File: config.mk
export PLATFORM = sky130hd
export DESIGN_NAME = aes_ctrl_fsm
export DESIGN_NICKNAME = d
export VERILOG_FILES = /design/src/rtl/aes_ctrl_pkg.sv /design/src/rtl/aes_rcon_gen.sv /design/src/rtl/aes_ctrl_fsm.sv
export SDC_FILE = /design/constraint.sdc
export NUM_CORES = 1
export LEC_CHECK = 0
export CORE_MARGIN = 2
export CORE_UTILIZATION = 47
export DETAILED_ROUTE_END_ITERATION = 16
export PLACE_DENSITY = 0.75
export SETUP_SLACK_MARGIN = 0.1
export SYNTH_ARGS = -nofsm -noshare
export SYNTH_HDL_FRONTEND = slang
export SYNTH_SLANG_ARGS = --single-unit
File: constraint.sdc
create_clock -name ClkxCI -period 1.8 [get_ports ClkxCI]
set_input_delay 0.36 -clock ClkxCI [delete_from_list [all_inputs] [get_ports ClkxCI]]
set_output_delay 0.36 -clock ClkxCI [all_outputs]
set_load 0.01 [all_outputs]
File: src/rtl/aes_ctrl_pkg.sv
// Shared definitions for the byte-serial threshold-implementation AES controller.
// Holds the controller state encoding, the per-state byte count and the
// round-constant seed and reduction polynomial, plus the GF(2^8) doubling
// helper used by the round-constant generator.
package aes_ctrl_pkg;

    typedef enum logic [2:0] {
        ST_IDLE,
        ST_LOAD,
        ST_ROUND,
        ST_MIXCOL,
        ST_UNLOAD
    } ctrl_state_e;

    localparam int unsigned BYTES_PER_STATE = 16;

    localparam logic [7:0] RCON_INIT = 8'h01;
    localparam logic [7:0] RCON_POLY = 8'h1B;

    // Multiply by x in GF(2^8) modulo the AES polynomial.
    function automatic logic [7:0] xtime(input logic [7:0] b);
        return {b[6:0], 1'b0} ^ (b[7] ? RCON_POLY : 8'h00);
    endfunction

endpackage

File: src/rtl/aes_rcon_gen.sv
// Round-constant register for the AES key schedule.
// Ports:
//   ClkxCI  - clock
//   RstxBI  - asynchronous active-low reset (register returns to RCON_INIT)
//   init    - reload RCON_INIT on the next edge (has priority over advance)
//   advance - replace the register with xtime(register) on the next edge
//   rcon    - current round constant
module aes_rcon_gen
    import aes_ctrl_pkg::*;
(
    input  logic       ClkxCI,
    input  logic       RstxBI,
    input  logic       init,
    input  logic       advance,
    output logic [7:0] rcon
);

    logic [7:0] rcon_q;

    always_ff @(posedge ClkxCI or negedge RstxBI) begin
        if (!RstxBI) begin
            rcon_q <= RCON_INIT;
        end else if (init) begin
            rcon_q <= RCON_INIT;
        end else if (advance) begin
            rcon_q <= xtime(rcon_q);
        end
    end

    assign rcon = rcon_q;

endmodule

File: src/rtl/aes_ctrl_fsm.sv
// Sequencer for the byte-serial threshold-implementation AES datapath.
// Walks IDLE -> LOAD -> (ROUND -> MIXCOL) x NUM_ROUNDS -> UNLOAD -> IDLE and
// drives the share state-register controls, the state input mux select and
// the key-schedule byte/round/Rcon indices.
// Optional feature: define AES_CTRL_ABORT_EN to add AbortxSI, which returns
// any busy state to IDLE on the next edge with counters and Rcon reset.
// Ports:
//   ClkxCI, RstxBI  - clock, asynchronous active-low reset
//   StartxSI        - start request, taken only while ReadyxSO=1
//   AbortxSI        - (AES_CTRL_ABORT_EN only) abort the running operation
//   ReadyxSO        - idle, a start will be accepted
//   InSelxSO        - state input mux: 0 load/unload, 1 S-box output
//   ShiftRowsxSO    - ShiftRows strobe, last byte of each ROUND phase
//   MixColumnsxSO   - MixColumns enable during MIXCOL
//   NineRoundxSO    - high throughout the final round (ROUND and MIXCOL)
//   ByteCntxDO      - byte index within the current phase
//   RoundxDO        - round index 0..NUM_ROUNDS-1
//   RconxDO         - round constant for the key schedule
//   OutValidxSO     - ciphertext byte valid during UNLOAD
//   DonexSO         - single-cycle pulse on the last ciphertext byte
module aes_ctrl_fsm
    import aes_ctrl_pkg::*;
#(
    parameter int unsigned NUM_ROUNDS = 10,
    parameter int unsigned MC_CYCLES  = 4
) (
    input  logic       ClkxCI,
    input  logic       RstxBI,
    input  logic       StartxSI,
`ifdef AES_CTRL_ABORT_EN
    input  logic       AbortxSI,
`endif
    output logic       ReadyxSO,
    output logic       InSelxSO,
    output logic       ShiftRowsxSO,
    output logic       MixColumnsxSO,
    output logic       NineRoundxSO,
    output logic [3:0] ByteCntxDO,
    output logic [3:0] RoundxDO,
    output logic [7:0] RconxDO,
    output logic       OutValidxSO,
    output logic       DonexSO
);

    localparam logic [3:0] LAST_BYTE  = 4'(BYTES_PER_STATE - 1);
    localparam logic [3:0] LAST_MC    = 4'(MC_CYCLES - 1);
    localparam logic [3:0] LAST_ROUND = 4'(NUM_ROUNDS - 1);

    ctrl_state_e state_q, state_nxt;
    logic [3:0]  cnt_q, cnt_nxt;
    logic [3:0]  round_q, round_nxt;
    logic        rcon_init, rcon_adv;
    logic        abort;

    logic ready_q, insel_q, sr_q, mc_q, nine_q, ov_q, done_q;
    logic ready_d, insel_d, sr_d, mc_d, nine_d, ov_d, done_d;

`ifdef AES_CTRL_ABORT_EN
    assign abort = AbortxSI;
`else
    assign abort = 1'b0;
`endif

    always_ff @(posedge ClkxCI or negedge RstxBI) begin
        if (!RstxBI) begin
            state_q <= ST_IDLE;
            cnt_q   <= '0;
            round_q <= '0;
        end else begin
            state_q <= state_nxt;
            cnt_q   <= cnt_nxt;
            round_q <= round_nxt;
        end
    end

    always_comb begin
        state_nxt = state_q;
        cnt_nxt   = cnt_q;
        round_nxt = round_q;
        rcon_init = 1'b0;
        rcon_adv  = 1'b0;

        if (abort && (state_q != ST_IDLE)) begin
            state_nxt = ST_IDLE;
            cnt_nxt   = '0;
            round_nxt = '0;
            rcon_init = 1'b1;
        end else begin
            unique case (state_q)
                ST_IDLE: begin
                    if (StartxSI) begin
                        state_nxt = ST_LOAD;
                        cnt_nxt   = '0;
                        round_nxt = '0;
                        rcon_init = 1'b1;
                    end
                end
                ST_LOAD: begin
                    if (cnt_q == LAST_BYTE) begin
                        state_nxt = ST_ROUND;
                        cnt_nxt   = '0;
                    end else begin
                        cnt_nxt = cnt_q + 4'd1;
                    end
                end
                ST_ROUND: begin
                    if (cnt_q == LAST_BYTE) begin
                        state_nxt = ST_MIXCOL;
                        cnt_nxt   = '0;
                    end else begin
                        cnt_nxt = cnt_q + 4'd1;
                    end
                end
                ST_MIXCOL: begin
                    if (cnt_q == LAST_MC) begin
                        cnt_nxt = '0;
                        if (round_q < LAST_ROUND) begin
                            state_nxt = ST_ROUND;
                            round_nxt = round_q + 4'd1;
                            rcon_adv  = 1'b1;
                        end else begin
                            state_nxt = ST_UNLOAD;
                        end
                    end else begin
                        cnt_nxt = cnt_q + 4'd1;
                    end
                end
                ST_UNLOAD: begin
                    // Leaving UNLOAD restores the counters and Rcon so that
                    // IDLE always presents the reset values.
                    if (cnt_q == LAST_BYTE) begin
                        state_nxt = ST_IDLE;
                        cnt_nxt   = '0;
                        round_nxt = '0;
                        rcon_init = 1'b1;
                    end else begin
                        cnt_nxt = cnt_q + 4'd1;
                    end
                end
                default: begin
                    state_nxt = ST_IDLE;
                    cnt_nxt   = '0;
                    round_nxt = '0;
                    rcon_init = 1'b1;
                end
            endcase
        end
    end

    // Control outputs are decoded from the next state/counters and registered,
    // so they align with state_q/cnt_q and carry no combinational path from
    // StartxSI.
    always_comb begin
        ready_d = (state_nxt == ST_IDLE);
        insel_d = (state_nxt == ST_ROUND) || (state_nxt == ST_MIXCOL);
        sr_d    = (state_nxt == ST_ROUND) && (cnt_nxt == LAST_BYTE);
        mc_d    = (state_nxt == ST_MIXCOL);
        nine_d  = ((state_nxt == ST_ROUND) || (state_nxt == ST_MIXCOL))
                  && (round_nxt == LAST_ROUND);
        ov_d    = (state_nxt == ST_UNLOAD);
        done_d  = (state_nxt == ST_UNLOAD) && (cnt_nxt == LAST_BYTE);
    end

    always_ff @(posedge ClkxCI or negedge RstxBI) begin
        if (!RstxBI) begin
            ready_q <= 1'b1;
            insel_q <= 1'b0;
            sr_q    <= 1'b0;
            mc_q    <= 1'b0;
            nine_q  <= 1'b0;
            ov_q    <= 1'b0;
            done_q  <= 1'b0;
        end else begin
            ready_q <= ready_d;
            insel_q <= insel_d;
            sr_q    <= sr_d;
            mc_q    <= mc_d;
            nine_q  <= nine_d;
            ov_q    <= ov_d;
            done_q  <= done_d;
        end
    end

    aes_rcon_gen u_rcon (
        .ClkxCI  (ClkxCI),
        .RstxBI  (RstxBI),
        .init    (rcon_init),
        .advance (rcon_adv),
        .rcon    (RconxDO)
    );

    assign ReadyxSO      = ready_q;
    assign InSelxSO      = insel_q;
    assign ShiftRowsxSO  = sr_q;
    assign MixColumnsxSO = mc_q;
    assign NineRoundxSO  = nine_q;
    assign ByteCntxDO    = cnt_q;
    assign RoundxDO      = round_q;
    assign OutValidxSO   = ov_q;
    assign DonexSO       = done_q;

endmodule
Word level (Yosys, flattened, before mapping) --
Index checks and enable logic that the tools add are counted. W data, S select, Z words.
Word-level totals: register bits 26, bits in latches 0, RAM bits 0, bits in read-only memories 0, output and inout bits 23, memories 0
Operators by class: $add $sub $neg 2, multipliers 0, divide/modulo/power cells 0, order comparisons 1, equality and inequality tests 11, shifts and indexed selects 0, mux-type cells 25, bitwise logic cells 1, reductions and logical operators 10
Operators by type and width (count):
- $mux W4 | 7
- $mux W3 | 6
- $mux W8 | 2
- $pmux W4 S4 | 1
- $pmux W3 S5 | 1
- $eq A3 B2 Y1 const B | 4
- $eq A4 B4 Y1 const B | 3
- $pmux W4 S3 | 1
- $add A4 B1 Y4 const B | 2
- $xor A8 B8 Y8 | 1
- $eq A3 B3 Y1 const B | 2
- $logic_not A3 Y1 | 2
- $reduce_or A3 Y1 | 2
- $mux W1 | 5
- $mux W5 | 1
- $eq A4 B2 Y1 const B | 1
- $lt A4 B4 Y1 const B | 1
- $eq A3 B1 Y1 const B | 1
- $logic_and A1 B1 Y1 | 3
- $pmux W1 S3 | 1
- $reduce_bool A2 Y1 | 1
- $reduce_or A2 Y1 | 1
- $logic_or A1 B1 Y1 | 1

Depth between registers and ports, before layout --
Gate-level depths: netlist of run 1.
depth in word-level cells 7, depth in mapped cells 9

Hierarchy --
From an unflattened synthesis of run 1, not the netlist that was laid out.
Unflattened totals: cell total of the unflattened synthesis 140, area total of the unflattened synthesis 1441.4 µm²
By module, submodules not included:
- aes_ctrl_fsm | times used 1, cells each 110, area an instance 1092.3 µm², seq. area each 451.7 µm²
- aes_rcon_gen | times used 1, cells each 30, area an instance 349.1 µm², seq. area each 201.4 µm²

Worst setup path before layout of run 1 --
OpenSTA, ideal clock, no wires.
path kind reg-to-reg, start reg cnt_q[0] (netlist: ByteCntxDO[0]), end reg u_rcon.rcon_q[2] (netlist: u_rcon.rcon[2]), data arrival time 1.776 ns, required time 1.682 ns, setup slack -0.094 ns, cell stages (with the launch flop) 10, path buffers 3, clock period less this slack 1.894 ns, cells stage by stage dfrtp_1 -> ha_1 -> buf_4 -> inv_2 -> a2111oi_4 -> and2_1 -> buf_4 -> buf_6 -> mux2i_1 -> nor2_1
On the way: word-level cells in the longest chain between the ends 4, elaborated cells between the ends (all ways) 8
RTL lines:
- start, declared | line aes_ctrl_fsm.sv:50 | logic [3:0] cnt_q, cnt_nxt;
- start signal, assigned | line aes_ctrl_fsm.sv:71 | cnt_q <= cnt_nxt;
- $eq A4 B4 Y1 / $eq A4 B2 Y1 (equally long branches) | line aes_ctrl_fsm.sv:131, aes_ctrl_fsm.sv:115
- $mux W1 (on tied branches) | line aes_ctrl_fsm.sv:131, aes_ctrl_fsm.sv:115
- $pmux W1 S3 / $mux W1 (equally long branches) | line aes_ctrl_fsm.sv:89 | unique case (state_q)
- $mux W8 / $reduce_bool A2 Y1 (equally long branches)
- end signal, assigned | line aes_rcon_gen.sv:26 | rcon_q <= xtime(rcon_q);
- end, declared | line aes_rcon_gen.sv:18 | logic [7:0] rcon_q;
Several ways; a longest one is shown, not always the timed one. A chain may end at the register's enable or synchronous reset.

Worst setup path in the final report of run 1 --
start reg round_q[1] (netlist: RoundxDO[1]), end reg u_rcon.rcon_q[6] (netlist: u_rcon.rcon[6])
On the way: word-level cells in the longest chain between the ends 5
RTL lines:
- start, declared | line aes_ctrl_fsm.sv:51 | logic [3:0] round_q, round_nxt;
- start signal, assigned | line aes_ctrl_fsm.sv:72 | round_q <= round_nxt;
- $lt A4 B4 Y1 | line aes_ctrl_fsm.sv:117 | if (round_q < LAST_ROUND) begin
- $mux W1 | line aes_ctrl_fsm.sv:117
- $mux W1 | line aes_ctrl_fsm.sv:115 | if (cnt_q == LAST_MC) begin
- $mux W1 | line aes_ctrl_fsm.sv:89
- $reduce_bool A2 Y1 (no source line)
Every way passes these cells.

==> flow_summary.ini, run 1 <==
[place]
dpl.hpwl_um = 2453
place_congestion = 0.8513
io_buffers = 25

[power_and_ir_drop]
power_density_mw_per_mm2 = 986.9
leakagePower_nw = 0.9751
vdd.ir_drop.worst_mv = 0.6697
power.total_mw = 2.201

[layout]
fin_util_pct = 73.64
area.growth.synth_to_final_pct = 49.37
layout-drive-gt1-share_pct = 44.85
layout.nets = 201
antenna_cells = 0

[flow_run]
max-cap-violations = 0

[drt]
firstDrtPassIters = 4
drt.antenna.violating_nets = 0
dr_wl_met2_um = 1959
routed_via_density = 5.357
wl_um = 3622
via_count = 1275
top_layer_used = met4
met1_length_um = 1496
drc = 0
wl_per_cell_um = 15.22
route.met3.wl_um = 140
drt_iter0_drc = 31

[logic_synthesis]
synth_ff_type = dfrtp_1
synth_edf_count = 0
synth_area_per_cell_um2 = 10.90
synth_nets = 143
syn_area_mm2 = 0.001493
synthArstFlopShare_pct = 100.0
syn_inst = 137
synth-seq-cells = 26
ys.warnings.count = 0
ys_types = 52
ys_seq_area_share_pct = 43.76

[clock_network]
cts.sinks = 26
htree_levels = 1
cts_tree = done
clk_pin_slew_worst_paths_ns = 0.14
clk_latency_ns = 0.32
cts_buffers = 3
cts_root_buf = clkbuf_4
cts_buffer_depth = 2

[die]
num_rows = 20
initial_utilization_pct = 49.30
dieArea_mm2 = 0.003643
pin_count = 26
die_width_um = 60.36
die_y_um = 60.36
core-area_mm2 = 0.003028

[grt]
grt_start_max_net_pins = 27
grt_pass1_vias = 1155
overflow = 0
grt_use_total_pct = 20.08
antenna_found_initial = 0
grt_pass1_wl_um = 5492

[worst_setup_path]
path_class = reg2reg
path_max_fanout = 6
arrival_ns = 2.05
critPathSlowestCell = dfrtp_2
crit_chain = inv_2 > ha_4 > nand2b_4 > a2111oi_4 > and2_4 > buf_8 > mux2i_1 > nor2_1
crit_buf_inv = 2
cp-start-kind = flip-flop
end_kind = flip-flop
max_stage_delay_ns = 0.43
cp_top_family = flip-flops
required_ns = 2.02

[sta]
hold_violations = 0
final_max_slew_viol_count = 0
finalCritPeriodShare_pct = 101.6
skew_ns = 0.01139
rsz0062_at_grt = yes
relSlewSlack_pct = 75.55
timing.setup.tns_ns = -0.06523
min_period_ns = 1.828
layout_setup_ws_ns = -0.02797
final-setup-viol-count = 3
fmax_mhz = 547.1
worst_pin_slew_ns = 0.3639

[status]
status = finished, violations left
violations = negative setup slack

[hold_path]
hold_class = in2async
cell usage after synthesis, drive strengths merged, types with 2 or more instances:
library cell   n  share of area, %
nor3           2              0.67
a21oi          6               2.0
a211o          2               1.2
nand4b         2               1.2
a32oi          2               1.7
inv            8               2.0
nand2          9               2.3
mux2i          4               2.7
a22o           2               1.2
o31ai          2               1.0
ha             3               2.5
buf            9               6.0
nand2b         2               1.3
and2           4               1.7
nor4           2               1.3
a211oi         3               2.5
a221oi         2               1.2
xnor2          3               1.8
o21ai          6               2.0
nand3          5               1.7
dfrtp         24                40
nor2          10               2.5
dfstp          2               3.5
o21bai         2               1.3
metal layers:
metal,GRT usage (%),vias up
met3,5.757,2
met4,2.222,0
li1,-,613
met1,26.19,634
met2,34.47,26
met5,0,-
cell usage in the layout, fill, tap and decap left out, types with 7 or more instances in the layout:
| cell type | n |
|---|---|
| buf_4 | 29 |
| dlygate4sd2_1 | 8 |
| clkdlybuf4s50_1 | 15 |
| nor2_1 | 7 |
| dfrtp_2 | 9 |
| buf_6 | 7 |
| dfrtp_1 | 15 |
| nand2_1 | 8 |
flip-flops by register name, summed over array words and instances, names as in the netlist:
signal / count
DonexSO: 1
ReadyxSO: 1
RoundxDO: 4
ShiftRowsxSO: 1
state_q: 3
u_rcon.rcon: 8
InSelxSO: 1
NineRoundxSO: 1
ByteCntxDO: 4
OutValidxSO: 1
MixColumnsxSO: 1
final timing paths:
| kind | start | endpoint | slack [ns] | cells after the start |
|---|---|---|---|---|
| min reg2reg | u_rcon.rcon[6] | u_rcon.rcon[7] | 0.58 | 2 |
| max reg2reg | RoundxDO[1] | u_rcon.rcon[6] | -0.03 | 8 |
| max in group asynchronous | RstxBI | ReadyxSO | 1.11 | 2 |
| max | RoundxDO[1] | u_rcon.rcon[6] | -0.03 | 8 |
| min in group ClkxCI | u_rcon.rcon[6] | u_rcon.rcon[7] | 0.58 | 2 |
| min | RstxBI | OutValidxSO | 0.38 | 2 |
logic make-up (layout without fill, tap and decap cells):
family / after synthesis / in the layout / synth area share, %
AO/OA/AOI/OAI: 35 / 35 / 21.04
XOR/XNOR: 4 / 4 / 2.347
AND/OR/NAND/NOR: 46 / 46 / 18.61
flip-flops: 26 / 26 / 43.76
multiplexers: 5 / 5 / 3.437
buffers and inverters: 18 / 75 / 8.298
adder cells (fa/ha/maj): 3 / 3 / 2.515
area by class of cell:
type | instances | area (um2)
multi-input combinational | 93 | 864.6
clock buffer | 4 | 36.28
tap | 44 | 55.05
timing repair buffer | 63 | 576.8
fill | 207 | 798.3
sequential | 26 | 664.4
inverter | 8 | 32.53
timing repair:
| item | 4_1_cts | 5_1_grt |
|---|---|---|
| setup endpoints to repair | 23 | 20 |
| pin swaps | 5 | 9 |
| gates cloned | 1 | 0 |
| resized for setup | 32 | 19 |
| hold buffers | 0 | 0 |
| buffers inserted | 7 | 7 |
metrics by stage:
step	instance area [um2]	setup WS, ns	hold slack (ns)	instances
finish	2230	-0.02797	0.3762	238
global route	2230	-0.1191	0.3997	238
CTS	2111	-0.02401	0.3913	232
detailed placement	1917	-0.3753	0.5489	220
global placement	1917	-0.2992	0.5312	220
floorplan	1533	0.002908	0.06441	137
report_power, final:
group / switching, mW / internal, mW
clock network: 0.170 / 0.124
registers: 0.0815 / 0.664
logic: 0.599 / 0.562
total: 0.850 / 1.35
Note: power is estimated with default switching activity, not from simulation.
==> run 2: changes to the inputs <==
Settings changed: CORE_UTILIZATION 47 to 50, DONT_BUFFER_PORTS set to 1, PLACE_DENSITY 0.75 to 0.65.
Clock period 1.8 ns to 1.96 ns, I/O delays scaled along.
==> run 2 against run 1 <==
- the flow finishes with violations (design-rule violations)
- clock power is 28% higher
- first-iteration DRC count up 39%
- sequential power down 5.0%
- worst setup slack gained 0.13 ns
- total power down 6.8%
- maximum frequency decreased by 1.4%
- die area fell by 5.6%
- via count decreased by 10%
- worst hold slack lost 0.12 ns
- highest routed layer unchanged
==> flow_summary.ini, run 2 (same netlist as run 1, synthesis figures left out) <==
[sta]
finalCritPeriodShare_pct = 94.60
timing.setup.tns_ns = 0
final_max_slew_viol_count = 0
relSlewSlack_pct = 70.41
worst_pin_slew_ns = 0.4404
hold_violations = 0
layout_setup_ws_ns = 0.1059
final-setup-viol-count = 0
rsz0062_at_grt = yes
min_period_ns = 1.854
skew_ns = 0.002207
fmax_mhz = 539.4

[flow_run]
max-cap-violations = 0

[worst_setup_path]
worstRegToRegCells = 7
path_max_fanout = 12
r2r_slack_ns = 0.11
cp-start-kind = flip-flop
startpoint = state_q[1]
crit-reg2reg-capture = u_rcon.rcon[0]
endpoint = u_rcon.rcon[0]
regToRegStartpoint = state_q[1]
path_class = reg2reg
arrival_ns = 2.13
required_ns = 2.23
end_kind = flip-flop

[layout]
layout.nets = 167
layout-drive-gt1-share_pct = 45.00
largest_reg_flops = 8
final_common_cell = buf_4
antenna_cells = 0
layout_common_cells = 22 x buf_4, 15 x dfrtp_1, 9 x dfrtp_2, 9 x nand2_1, 9 x nor2_1
fillCellCount = 223
layout.cells.non_filler = 191
area.growth.synth_to_final_pct = 27.58
fin_area_mm2 = 0.001904

[drt]
wl_per_cell_um = 17.41
firstDrtPassIters = 10
drt_iter0_drc = 43
drt.antenna.violating_nets = 0
drc = 1
routed_via_density = 5.990
wl_um = 3325
via_count = 1144

[grt]
grt_pass1_wl_um = 5513
overflow = 0
grt_use_total_pct = 20.94
use_met3_pct = 4.396
grt_busiest_layer = met2
grt_use_met2_pct = 34.99
grtUsageMet1_pct = 27.71
grt_pass1_vias = 1163
grt_start_max_net_pins = 27
antenna_found_initial = 0

[place]
place_congestion = 0.9036
io_buffers = 0
dpl.hpwl_um = 2240
dpl_cell_area_mm2 = 0.001578
place_ws_ns = 0.04063
dp.cells = 174

[clock_network]
cts_tree = done
cts_buffers = 3
clk_latency_ns = 0.32
htree_levels = 1
clk_pin_slew_worst_paths_ns = 0.15
cts_root_buf = clkbuf_4
cts_buffer_depth = 2
cts.sinks = 26

[power_and_ir_drop]
leakagePower_nw = 0.7712
power_density_mw_per_mm2 = 1077
power.total_mw = 2.051
vdd.ir_drop.worst_mv = 0.5827

[die]
pin_count = 26
num_rows = 19
initial_utilization_pct = 53.21
core-area_mm2 = 0.002805
die_y_um = 58.64
die_width_um = 58.64
dieArea_mm2 = 0.003439

[hold_path]
hold_class = in2reg
hold-path-cell-count = 3
hold_start = StartxSI

[status]
status = finished, violations left
violations = design-rule violations
[run 2: where the power goes]
group          internal, mW  leakage [nW]  switching [mW]  total [mW]
Sequential            0.612         0.332          0.0976       0.709
Combinational         0.457         0.412           0.510       0.966
Clock                 0.207        0.0279           0.168       0.375
Total                  1.28         0.771           0.776        2.05
[run 2: final cells by class]
class | count | area, um2 | share of cell area, %
multi-input combinational | 93 | 844.6 | 44.35
sequential | 26 | 664.4 | 34.89
timing repair buffer | 29 | 274.0 | 14.39
tap | 31 | 38.79 | 2.037
clock inverter | 1 | 30.03 | 1.577
inverter | 8 | 30.03 | 1.577
clock buffer | 3 | 22.52 | 1.183
[run 2: worst min path at each step]
stage	endpoint	slack (ns)
global route	ByteCntxDO[3]	0.25
detailed placement	OutValidxSO	0.1
CTS	ByteCntxDO[3]	0.26
finish	ByteCntxDO[3]	0.25
floorplan	ByteCntxDO[0]	0.1
global placement	OutValidxSO	0.1
[run 2: per-layer routing]
layer	share of wire (%)	vias to the layer above	routed length, um
met5	0	-	0
met4	0.66	0	22
met3	5.2	2	174
met2	49	26	1623
met1	45	569	1504
li1	-	547	-
[run 2: per-stage QoR]
stage	hold slack (ns)	util (%)
2_1_floorplan	0.09641	-
3_3_place_gp	0.09711	56.24
3_5_place_dp	0.09720	56.24
4_1_cts	0.2640	62.44
5_1_grt	0.2505	67.89
6_report	0.2546	67.89
[run 2: repair_timing]
item	in CTS	in global routing
hold endpoints to repair	26	0
cloned	0	1
resized for setup	13	18
pin swaps	8	12
endpoints found under the setup margin	11	11
setup buffers	4	6
hold buffers	2	0
[run 2: worst max-delay path, stage by stage (launching register included)]
cell and delay (ns):
dfrtp_2 0.47, buf_4 0.19, a21oi_1 0.26, a32oi_4 0.11
buf_6 0.15, and2_1 0.17, buf_4 0.17, a211o_1 0.27
